$ cat src/rtl/serial_twos_comp.sv
// Bit-serial pass/negate of LSB-first W-bit words, with overflow and framing-error flags.
// Define SER_TC_ABS_EN for the store-and-forward build: absolute-value mode and input back-pressure.
module serial_twos_comp #(
    parameter int unsigned W = 8
) (
    input  logic       t_clk,
    input  logic       r,
    input  logic       i_valid,
    output logic       i_rdy,
    input  logic       i,
    input  logic       i_sow,
    input  logic [1:0] mode,
    output logic       y,
    output logic       o_valid,
    output logic       o_sow,
    output logic       o_eow,
    output logic       ovf,
    output logic       frm_err
);

    localparam int unsigned   CW   = $clog2(W);
    localparam logic [CW-1:0] LAST = CW'(W - 1);

    logic [CW-1:0] cnt_q, cnt_d, cnt_nxt;
    logic          seen_q, seen_d;
    logic          neg_q, neg_d;
    logic          y_q, y_d;
    logic          o_valid_q, o_valid_d;
    logic          o_sow_q, o_sow_d;
    logic          o_eow_q, o_eow_d;
    logic          ovf_q, ovf_d;
    logic          frm_err_q, frm_err_d;
    logic          accept;

    assign cnt_nxt = cnt_q + CW'(1);

`ifdef SER_TC_ABS_EN
    typedef enum logic [1:0] {IDLE, LOAD, EMIT} state_t;
    state_t        state_q, state_d;
    logic [W-1:0]  buf_q, buf_d;
    logic [1:0]    mode_q, mode_d;
    logic [W-1:0]  word_full;

    assign i_rdy     = (state_q != EMIT);
    assign accept    = i_valid & i_rdy;
    // Buffer fills from the top, so bit 0 reaches buf_q[0] once all W beats are in.
    assign word_full = {i, buf_q[W-1:1]};

    always_comb begin
        state_d   = state_q;
        cnt_d     = cnt_q;
        seen_d    = seen_q;
        neg_d     = neg_q;
        buf_d     = buf_q;
        mode_d    = mode_q;
        y_d       = 1'b0;
        o_valid_d = 1'b0;
        o_sow_d   = 1'b0;
        o_eow_d   = 1'b0;
        ovf_d     = 1'b0;
        frm_err_d = 1'b0;
        if (state_q == EMIT) begin
            y_d       = (neg_q & seen_q) ? ~buf_q[0] : buf_q[0];
            seen_d    = seen_q | buf_q[0];
            buf_d     = buf_q >> 1;
            o_valid_d = 1'b1;
            o_sow_d   = (cnt_q == '0);
            if (cnt_q == LAST) begin
                o_eow_d = 1'b1;
                ovf_d   = neg_q & ~seen_q & buf_q[0];
                state_d = IDLE;
                cnt_d   = '0;
            end else begin
                cnt_d = cnt_nxt;
            end
        end else if (accept) begin
            if (i_sow) begin
                frm_err_d = (state_q == LOAD);
                mode_d    = mode;
                cnt_d     = '0;
                buf_d     = word_full;
                state_d   = LOAD;
            end else if (state_q == IDLE) begin
                frm_err_d = 1'b1;
            end else begin
                buf_d = word_full;
                if (cnt_nxt == LAST) begin
                    // The incoming beat is the MSB, which decides negation in absolute mode.
                    neg_d   = (mode_q == 2'b10) ? i : mode_q[0];
                    seen_d  = 1'b0;
                    cnt_d   = '0;
                    state_d = EMIT;
                end else begin
                    cnt_d = cnt_nxt;
                end
            end
        end
    end

    always_ff @(posedge t_clk or negedge r) begin
        if (!r) begin
            buf_q  <= '0;
            mode_q <= '0;
        end else begin
            buf_q  <= buf_d;
            mode_q <= mode_d;
        end
    end
`else
    typedef enum logic [0:0] {IDLE, ACTIVE} state_t;
    state_t state_q, state_d;

    assign i_rdy  = 1'b1;
    assign accept = i_valid;

    always_comb begin
        state_d   = state_q;
        cnt_d     = cnt_q;
        seen_d    = seen_q;
        neg_d     = neg_q;
        y_d       = 1'b0;
        o_valid_d = 1'b0;
        o_sow_d   = 1'b0;
        o_eow_d   = 1'b0;
        ovf_d     = 1'b0;
        frm_err_d = 1'b0;
        if (accept) begin
            if (i_sow) begin
                frm_err_d = (state_q == ACTIVE);
                neg_d     = (mode == 2'b01) || (mode == 2'b11);
                cnt_d     = '0;
                seen_d    = i;
                y_d       = i;
                o_valid_d = 1'b1;
                o_sow_d   = 1'b1;
                state_d   = ACTIVE;
            end else if (state_q == IDLE) begin
                frm_err_d = 1'b1;
            end else begin
                y_d       = (neg_q & seen_q) ? ~i : i;
                seen_d    = seen_q | i;
                o_valid_d = 1'b1;
                if (cnt_nxt == LAST) begin
                    o_eow_d = 1'b1;
                    ovf_d   = neg_q & ~seen_q & i;
                    seen_d  = 1'b0;
                    cnt_d   = '0;
                    state_d = IDLE;
                end else begin
                    cnt_d = cnt_nxt;
                end
            end
        end
    end
`endif

    always_ff @(posedge t_clk or negedge r) begin
        if (!r) begin
            state_q   <= IDLE;
            cnt_q     <= '0;
            seen_q    <= 1'b0;
            neg_q     <= 1'b0;
            y_q       <= 1'b0;
            o_valid_q <= 1'b0;
            o_sow_q   <= 1'b0;
            o_eow_q   <= 1'b0;
            ovf_q     <= 1'b0;
            frm_err_q <= 1'b0;
        end else begin
            state_q   <= state_d;
            cnt_q     <= cnt_d;
            seen_q    <= seen_d;
            neg_q     <= neg_d;
            y_q       <= y_d;
            o_valid_q <= o_valid_d;
            o_sow_q   <= o_sow_d;
            o_eow_q   <= o_eow_d;
            ovf_q     <= ovf_d;
            frm_err_q <= frm_err_d;
        end
    end

    assign y       = y_q;
    assign o_valid = o_valid_q;
    assign o_sow   = o_sow_q;
    assign o_eow   = o_eow_q;
    assign ovf     = ovf_q;
    assign frm_err = frm_err_q;

endmodule

$ cat config.mk
export PLATFORM = sky130hd
export DESIGN_NAME = serial_twos_comp
export DESIGN_NICKNAME = d
export VERILOG_FILES = /design/src/rtl/serial_twos_comp.sv
export SDC_FILE = /design/constraint.sdc
export NUM_CORES = 1
export LEC_CHECK = 0
export CORE_AREA = 2 2 39 41
export DETAILED_ROUTE_END_ITERATION = 10
export DIE_AREA = 0 0 41 43
export GPL_TIMING_DRIVEN = 0
export MAX_ROUTING_LAYER = met4
export PLACE_DENSITY = 0.69
export REMOVE_ABC_BUFFERS = 1
export SLEW_MARGIN = 0
export SYNTH_ARGS = -nofsm -noshare
export SYNTH_HDL_FRONTEND = slang
export SYNTH_SLANG_ARGS = --single-unit
$ cat constraint.sdc
create_clock -name t_clk -period 3.3 [get_ports t_clk]
set_input_delay 0.33 -clock t_clk [delete_from_list [all_inputs] [get_ports t_clk]]
set_output_delay 0.33 -clock t_clk [all_outputs]
set_load 0.02 [all_outputs]
==> results.yml, run 1 <==
detailed_routing:
  viasPerCell: 5.04
  dr_total_vias: 413
  wl_per_cell_um: 11.0
  wl_um: 903
  detail-route-antenna-nets: 0
  drc: 0
  drt_first_pass_iters: 2
  drt_iter0_drc: 4
outcome:
  status: "completed"
timing:
  period_share_pct: 52.4
  max_slew_margin_pct: 64.5
  worst_slack_ns: 1.57
  period_needed_ns: 1.73
  setup_violations: 0
  tns_ns: 0
  max_freq_mhz: 578
  holdWs_ns: 0.410
  rsz0062_at_grt: "no"
  drv_slew: 0
  hold_violations: 0
  skew_ns: 0.000289
  worst_slew_pin_slew_ns: 0.530
global_routing:
  grt_use_total_pct: 13.5
  grt_max_degree: 13
  antenna_found_initial: 0
  overflow: 0
  grt_pass1_vias: 363
  grt_pass1_wl_um: 1500
setup_path:
  path_cells: "clkdlybuf4s50_1 > inv_2 > ha_1 > nand2b_1 > inv_2 > o31ai_1 > a22o_1"
  critPathSlowestCell: "clkdlybuf4s50_1"
  worstReg2RegStart: "cnt_q[0]"
  arrival_ns: 1.89
  regToRegSetupSlack_ns: 1.95
  endpoint_kind: "flip-flop"
  rr_worst_depth: 4
  worstPathRequired_ns: 3.46
  critPathLaunch: "i_sow"
  path_buf_inv: 3
  cpMostUsedCell: "inv_2"
  path_max_fanout: 9
  reg2reg_to: "cnt_q[1]"
  cpPeakStageDelay_ns: 0.66
  crit_path_start_kind: "input port"
  crit_family: "buffers and inverters"
  critical_path_class: "input port to flip-flop"
clocking:
  cts_setup_buffers: 0
  root_buffer: "clkbuf_4"
  tritoncts: "built"
  hold_buffers: 0
  path_clk_slew_ns: 0.07
  clock_sinks: 12
  cts_buffers: 3
  post_cts_resized: 0
  clockBufferDepth: 2
  htreeDepth: 1
  clkLatencyLatePin_ns: 0.26
synth:
  yosysSeqAreaShare_pct: 54.3
  synth_top_area_cell: "dfrtp_1"
  ys_seq_elements: 12
  yosys-top-cells-area: "dfrtp_1, ha_1, nand2_1"
  syn_area_per_cell_um2: 10.2
  mappedNetlistArea_um2: 553
  synth_top_area_share_pct: 54.3
  synth_cell_types: 25
  ys_warn_count: 0
  syn-instance-count: 54
floorplanning:
  die_w_um: 41
  dieArea_um2: 1760
  floorplan.initialDensity_pct: 40.0
  coreArea_um2: 1380
  ioPinCount: 14
  dieHeight_um: 43
  rows: 14
power_and_ir_drop:
  leakage_nw: 0.332
  power-per-cell-area_nw_per_um2: 455
  seqPwrFrac_pct: 53.8
  p_int_mw: 0.231
  swShare_pct: 26.9
  clkPwrFrac_pct: 27.3
  combPwrFrac_pct: 18.9
  finalPower_mw: 0.316
  switching_power_mw: 0.0849
  peakVddDrop_mv: 0.192
cells_and_area:
  diodes: 0
  syn_to_final_growth_pct: 25.3
  final_cell_area_um2: 693
  fin_nets: 78
  drive_gt1_share_pct: 10.6
place:
  placed_area_um2: 671
  place_congestion: 0.787
  pre_cts_slack_ns: 1.30
  dp_hpwl_um: 687
  portBuffers: 11
hold_path:
  hold_path.class: "input port to async pin"
flow_run:
  drv_cap: 0
==> stage by stage <==
step	cells	utilization (%)
detailed placement	79	48.5
floorplan	52	-
global placement	79	48.5
global route	82	50.1
CTS	82	50.1
finish	82	50.1
==> cell type report <==
class,instances,area [um2]
clock buffer,3,22.5
multi-input combinational,34,218
fill,131,691
timing repair buffer,11,110
sequential,12,300
tap,16,20.0
inverter,6,22.5
==> synthesized netlist by cell type <==
| cell type | number |
|---|---|
| a31o_1 | 1 |
| buf_2 | 1 |
| or4_1 | 1 |
| nor4_1 | 1 |
| a22o_1 | 1 |
| inv_1 | 2 |
| xor2_1 | 1 |
| nand3_1 | 2 |
| mux2_1 | 1 |
| nor3b_1 | 1 |
| a21oi_1 | 2 |
| nand2_1 | 6 |
| buf_4 | 1 |
| dfrtp_1 | 12 |
| conb_1 | 1 |
| nand2b_1 | 1 |
| o31ai_1 | 1 |
| a211oi_1 | 1 |
| ha_1 | 3 |
| nand3b_1 | 1 |
| inv_2 | 4 |
| a31oi_1 | 2 |
| and2_1 | 1 |
| o41ai_1 | 1 |
| nor2_1 | 5 |
==> power by group through the flow <==
stage / Combinational (mW) / Sequential (mW) / Clock, mW
finish: 0.0595 / 0.170 / 0.0862
global route: 0.0674 / 0.171 / 0.0971
CTS: 0.0598 / 0.170 / 0.0894
detailed placement: 0.0595 / 0.173 / 0
global placement: 0.0586 / 0.172 / 0
floorplan: 0.0312 / 0.176 / 0
==> cell families after synthesis <==
kind of cell / synth area share (%)
flops: 54.3
fa+ha+maj: 6.79
other cells: 0.678
mux: 2.04
simple gates: 16.7
buf+inv: 6.33
xor+xnor: 1.58
compound gates: 11.5
==> worst max-delay path by stage <==
stage               end  cells past startpoint
5_1_grt        cnt_q[2]                      7
4_1_cts        cnt_q[2]                      7
3_5_place_dp   cnt_q[2]                      7
2_1_floorplan  cnt_q[1]                      4
6_report       cnt_q[2]                      7
3_3_place_gp   cnt_q[2]                      7
==> routing by layer <==
layer / share of wire [%] / vias up / track usage (%)
li1: - / 210 / -
met1: 46 / 192 / 15.4
met2: 48 / 9 / 19.4
met3: 3.8 / 2 / 4.71
met4: 1.6 / 0 / 8.00
met5: 0 / - / -
==> sequential cells by signal, indices dropped and copies added, names as in the netlist <==
| register | count |
|---|---|
| o_valid | 1 |
| seen_q | 1 |
| ovf | 1 |
| cnt_q | 3 |
| neg_q | 1 |
| state_q | 1 |
| frm_err | 1 |
| o_eow | 1 |
| o_sow | 1 |
| y | 1 |
==> cell usage in the layout (no fill, tap or decap), types with 2 or more instances in the layout <==
master	n
nand2_1	6
nor2_1	5
ha_1	3
a31oi_1	2
nand3_1	2
clkbuf_4	3
clkdlybuf4s50_1	11
dfrtp_1	12
inv_1	2
inv_2	4
a21oi_1	2
==> worst register-to-register path, delay by kind of cell, from the launching register on <==
family	cells	cell delay (ns)
flip-flops	1	0.39
AND/OR/NAND/NOR	1	0.19
adder cells (fa/ha/maj)	1	0.24
AO/OA/AOI/OAI	1	0.25
XOR/XNOR	1	0.17
Power figures use the tool's default switching activity.
==> run 2: changes to the inputs <==
==> constraint.sdc (replaced) <==
create_clock -name t_clk -period 1.6 [get_ports t_clk]
set_input_delay 0.16 -clock t_clk [delete_from_list [all_inputs] [get_ports t_clk]]
set_output_delay 0.16 -clock t_clk [all_outputs]
set_load 0.02 [all_outputs]
==> run 2 against run 1 <==
- cell count stayed put
- via count decreased by 0.24%
- clock power rose by 110%
- critical path depth is 3 lower
- clock skew about the same
- sequential cell count is the same
- highest routed layer unchanged
- die area unchanged
- clock-buffer cell count stayed put
- sequential power is 110% higher
==> results.yml, run 2 (synthesis gave the netlist of run 1 again) <==
outcome:
  status: "completed"
detailed_routing:
  wl_per_cell_um: 11.0
  wl_um: 903
  drt_first_pass_iters: 2
  detail-route-antenna-nets: 0
  dr_total_vias: 412
  drc: 0
  drt_iter0_drc: 4
  viasPerCell: 5.02
timing:
  max_slew_margin_pct: 64.5
  tns_ns: 0
  period_needed_ns: 1.35
  max_freq_mhz: 741
  drv_slew: 0
  period_share_pct: 84.3
  hold_violations: 0
  worst_slew_pin_slew_ns: 0.530
  worst_slack_ns: 0.251
  rsz0062_at_grt: "no"
  setup_violations: 0
  skew_ns: 0.000183
  holdWs_ns: 0.241
cells_and_area:
  multi_input_area_um2: 218
  final-instance-count-excl-fill: 82
  final_cell_area_um2: 696
  syn_to_final_growth_pct: 25.8
  layout_commonest_cell: "dfrtp_1"
  fin_nets: 78
  diodes: 0
  nFillCells: 130
  drive_gt1_share_pct: 10.6
  largest_reg_flops: 3
  regArea_um2: 300
  top_register: "cnt_q"
  final_cell_mix: "dfrtp_1, clkdlybuf4s50_1, nand2_1"
  finish.utilization_pct: 50.3
place:
  placed_area_um2: 671
  dp_cells: 79
  dp_hpwl_um: 687
  pre_cts_slack_ns: -0.231
  place_congestion: 0.787
  portBuffers: 11
floorplanning:
  floorplan.initialDensity_pct: 40.0
  die_w_um: 41
  dieArea_um2: 1760
  coreArea_um2: 1380
  dieHeight_um: 43
  ioPinCount: 14
  rows: 14
global_routing:
  grt.busiest_layer: "met2"
  overflow: 0
  use_met1_pct: 15.4
  grt_use_total_pct: 13.5
  grt_use_met3_pct: 4.71
  antenna_found_initial: 0
  grt_pass1_wl_um: 1500
  met2_usage_pct: 19.4
  grt_pass1_vias: 363
  grt_max_degree: 13
setup_path:
  endpoint_kind: "flip-flop"
  crit_path_start_kind: "flip-flop"
  critPathLaunch: "cnt_q[0]"
  worstReg2RegStart: "cnt_q[0]"
  rr_worst_depth: 4
  endpoint: "cnt_q[1]"
  critical_path_class: "flip-flop to flip-flop"
  path_max_fanout: 3
  worstPathRequired_ns: 1.76
  regToRegSetupSlack_ns: 0.25
  reg2reg_to: "cnt_q[1]"
  arrival_ns: 1.51
clocking:
  tritoncts: "built"
  clkLatencyLatePin_ns: 0.26
  path_clk_slew_ns: 0.07
  cts_buffers: 3
  root_buffer: "clkbuf_4"
  hold_buffers: 0
  htreeDepth: 1
  clock_sinks: 12
  clockBufferDepth: 2
flow_run:
  drv_cap: 0
power_and_ir_drop:
  p_int_mw: 0.475
  leakage_nw: 0.341
  swShare_pct: 26.9
  peakVddDrop_mv: 0.396
  switching_power_mw: 0.175
  seqPwrFrac_pct: 53.9
  clkPwrFrac_pct: 27.3
  power-per-cell-area_nw_per_um2: 935
  combPwrFrac_pct: 18.8
  finalPower_mw: 0.651
hold_path:
  hold_path.class: "input port to async pin"
[run 2: changes by cell type in the layout (fill, tap and decap cells not counted)]
cell / change
clkdlybuf4s50_1: -1
dlymetal6s2s_1: +1
[run 2: critical path: stages (launching register included)]
cell and delay, ns:
dfrtp_1 0.39, ha_1 0.24, xor2_1 0.17, and2_1 0.19
o41ai_1 0.25
[run 2: worst min-delay path by stage]
stage,slack [ns],to,from,cells after the start
6_report,0.24,o_valid,r,1
5_1_grt,0.28,cnt_q[2],r,1
4_1_cts,0.26,o_sow,r,1
3_5_place_dp,0.49,ovf,seen_q,1
3_3_place_gp,0.48,ovf,seen_q,1
2_1_floorplan,-0.14,cnt_q[0],r,0
[run 2: cell type report]
class | count | area share (%)
well taps | 16 | 2.88
flip-flops and latches | 12 | 43.2
inverters | 6 | 3.24
repair buffers | 11 | 16.2
multi-input cells | 34 | 31.3
clock buffers | 3 | 3.24
[run 2: power groups by stage]
| stage | logic [mW] | clock network [mW] | registers (mW) |
|---|---|---|---|
| floorplan | 0.0644 | 0 | 0.363 |
| global placement | 0.121 | 0 | 0.355 |
| detailed placement | 0.123 | 0 | 0.357 |
| CTS | 0.123 | 0.184 | 0.351 |
| global route | 0.139 | 0.200 | 0.353 |
| finish | 0.122 | 0.178 | 0.351 |
[run 2: what timing repair did]
item / CTS / global route
setup endpoints to repair: 0 / 1
resized for setup: 0 / 1
buffers inserted: 0 / 0
[run 2: per-layer routing]
layer | share of wire (%) | up-vias
met5 | 0 | -
met4 | 1.6 | 0
met3 | 3.8 | 2
met2 | 49 | 9
met1 | 45 | 191
li1 | - | 210
==> run 3: changes to the inputs <==
--- a/config.mk
+++ b/config.mk
@@ -5,12 +5,11 @@
 export SDC_FILE = /design/constraint.sdc
 export NUM_CORES = 1
 export LEC_CHECK = 0
-export CORE_AREA = 2 2 39 41
+export CORE_UTILIZATION = 41
 export DETAILED_ROUTE_END_ITERATION = 10
-export DIE_AREA = 0 0 41 43
 export GPL_TIMING_DRIVEN = 0
 export MAX_ROUTING_LAYER = met4
-export PLACE_DENSITY = 0.69
+export PLACE_DENSITY = 0.71
 export REMOVE_ABC_BUFFERS = 1
 export SLEW_MARGIN = 0
 export SYNTH_ARGS = -nofsm -noshare
==> constraint.sdc (replaced) <==
create_clock -name t_clk -period 1.1 [get_ports t_clk]
set_input_delay 0.11 -clock t_clk [delete_from_list [all_inputs] [get_ports t_clk]]
set_output_delay 0.11 -clock t_clk [all_outputs]
set_load 0.02 [all_outputs]
==> run 3 against run 2 <==
- the run now ends with setup timing left
- clock power rose by 46%
- setup slack lost 0.39 ns
- worst hold slack got worse by 0.063 ns
- routed wire length increased by 22%
- combinational power grew 91%
- sequential cell count unchanged
- utilization grew 14 points
- sequential power is 46% higher
- cell count is 1.2% higher
- critical path depth unchanged
- via count is 5.1% higher
- highest routed layer unchanged
==> results.yml, run 3 (synthesis gave the netlist of run 1 again) <==
detailed_routing:
  detail-route-antenna-nets: 0
  drc: 0
  drt_first_pass_iters: 4
  wl_per_cell_um: 13.3
  wl_um: 1100
  viasPerCell: 5.22
  drt_iter0_drc: 7
  dr_total_vias: 433
timing:
  drv_slew: 0
  period_share_pct: 113
  setup_violations: 7
  max_freq_mhz: 807
  period_needed_ns: 1.24
  skew_ns: 0.00164
  max_slew_margin_pct: 65.8
  hold_violations: 0
  worst_slew_pin_slew_ns: 0.511
  rsz0062_at_grt: "yes"
  worst_slack_ns: -0.139
floorplanning:
  rows: 12
  die_w_um: 38.7
  floorplan.initialDensity_pct: 46.6
  dieHeight_um: 38.7
  coreArea_um2: 1190
  dieArea_um2: 1500
  ioPinCount: 14
clocking:
  clockBufferDepth: 2
  clock_sinks: 12
  path_clk_slew_ns: 0.06
  cts_buffers: 3
  hold_buffers: 0
  tritoncts: "built"
  clkLatencyLatePin_ns: 0.27
  root_buffer: "clkbuf_4"
  htreeDepth: 1
setup_path:
  path_max_fanout: 3
  crit_family: "flip-flops"
  worstPathRequired_ns: 1.27
  endpoint_kind: "flip-flop"
  cpPeakStageDelay_ns: 0.40
  crit_path_start_kind: "flip-flop"
  path_cells: "ha_2 > xor2_1 > and2_4 > o41ai_4"
  critical_path_class: "flip-flop to flip-flop"
  path_buf_inv: 0
  arrival_ns: 1.41
  critPathSlowestCell: "dfrtp_1"
cells_and_area:
  final_cell_mix: "dfrtp_1, nand2_1, dlygate4sd2_1"
  fin_nets: 81
  layout_commonest_cell: "dfrtp_1"
  top_register: "cnt_q"
  diodes: 0
  nFillCells: 88
  drive_gt1_share_pct: 26.1
  final-instance-count-excl-fill: 83
  final_cell_area_um2: 766
  syn_to_final_growth_pct: 38.5
  largest_reg_flops: 3
global_routing:
  grt_max_degree: 13
  grt_use_total_pct: 19.5
  grt_pass1_wl_um: 1770
  antenna_found_initial: 0
  overflow: 0
  grt_pass1_vias: 420
flow_run:
  drv_cap: 0
power_and_ir_drop:
  leakage_nw: 0.378
  finalPower_mw: 1.00
  power-per-cell-area_nw_per_um2: 1310
  peakVddDrop_mv: 0.803
place:
  portBuffers: 11
  dp_hpwl_um: 772
  placed_area_um2: 668
  pre_cts_slack_ns: -0.680
  dp_cells: 77
  place_congestion: 0.789
hold_path:
  hold_path.class: "input port to async pin"
outcome:
  status: "complete, but fails checks"
  violations: "setup timing"
-- run 3: cell types whose count changed in the layout (fill, tap and decap cells not counted), moves of 2 or more --
cell             before  now
ha_1                  3    1
dlygate4sd2_1         0    5
clkdlybuf4s50_1      10    4
buf_4                 0    3
clkdlybuf4s15_1       0    2
-- run 3: cell type report --
class / count / area, um2 / share of cell area [%]
multi-input combinational: 34 / 274 / 35.8
inverter: 6 / 25.0 / 3.27
clock buffer: 3 / 22.5 / 2.94
tap: 14 / 17.5 / 2.29
timing repair buffer: 14 / 126 / 16.5
sequential: 12 / 300 / 39.2
-- run 3: timing repair --
item,4_1_cts,5_1_grt
setup endpoints to repair,15,9
gates resized for setup,15,6
buffers inserted,2,1
pin swaps,3,2
-- run 3: report_power, final --
part           leakage, nW  switching, mW  total (mW)  internal [mW]
clock               0.0138          0.132       0.259          0.127
combinational        0.214          0.126       0.233          0.107
sequential           0.150         0.0293       0.511          0.482
-- run 3: worst reg2reg max path, cell delays in order (launching register included) --
cell	delay (ns)
dfrtp_1	0.40
ha_2	0.20
xor2_1	0.17
and2_4	0.17
o41ai_4	0.20
-- run 3: metal layers --
layer | share of wire [%] | wire, um | track usage [%]
met2 | 51 | 562 | 30.8
met1 | 42 | 459 | 20.2
met4 | 3.5 | 38 | 15.5
met5 | 0 | 0 | -
met3 | 3.7 | 41 | 5.20
-- run 3: per-stage QoR --
step                      setup TNS [ns]  utilization (%)  hold slack, ns
final                             -0.799             64.6           0.178
after global routing               -1.24             64.6           0.227
after detailed placement           -4.14             56.3           0.485
after floorplan                   -0.575                -          -0.186
after CTS                         -0.775             61.3           0.191
after global placement             -3.80             56.3           0.487
-- run 3: path summary, 6_finish.rpt --
path | startpoint | to | slack (ns) | cells after the start
setup / recovery | cnt_q[0] | cnt_q[1] | -0.14 | 4
hold / removal | r | o_valid | 0.18 | 1
setup reg to reg | cnt_q[0] | cnt_q[1] | -0.14 | 4
hold reg to reg | seen_q | ovf | 0.51 | 1
max in group asynchronous | r | y | 0.58 | 1
min in group t_clk | i_sow | cnt_q[1] | 0.45 | 2
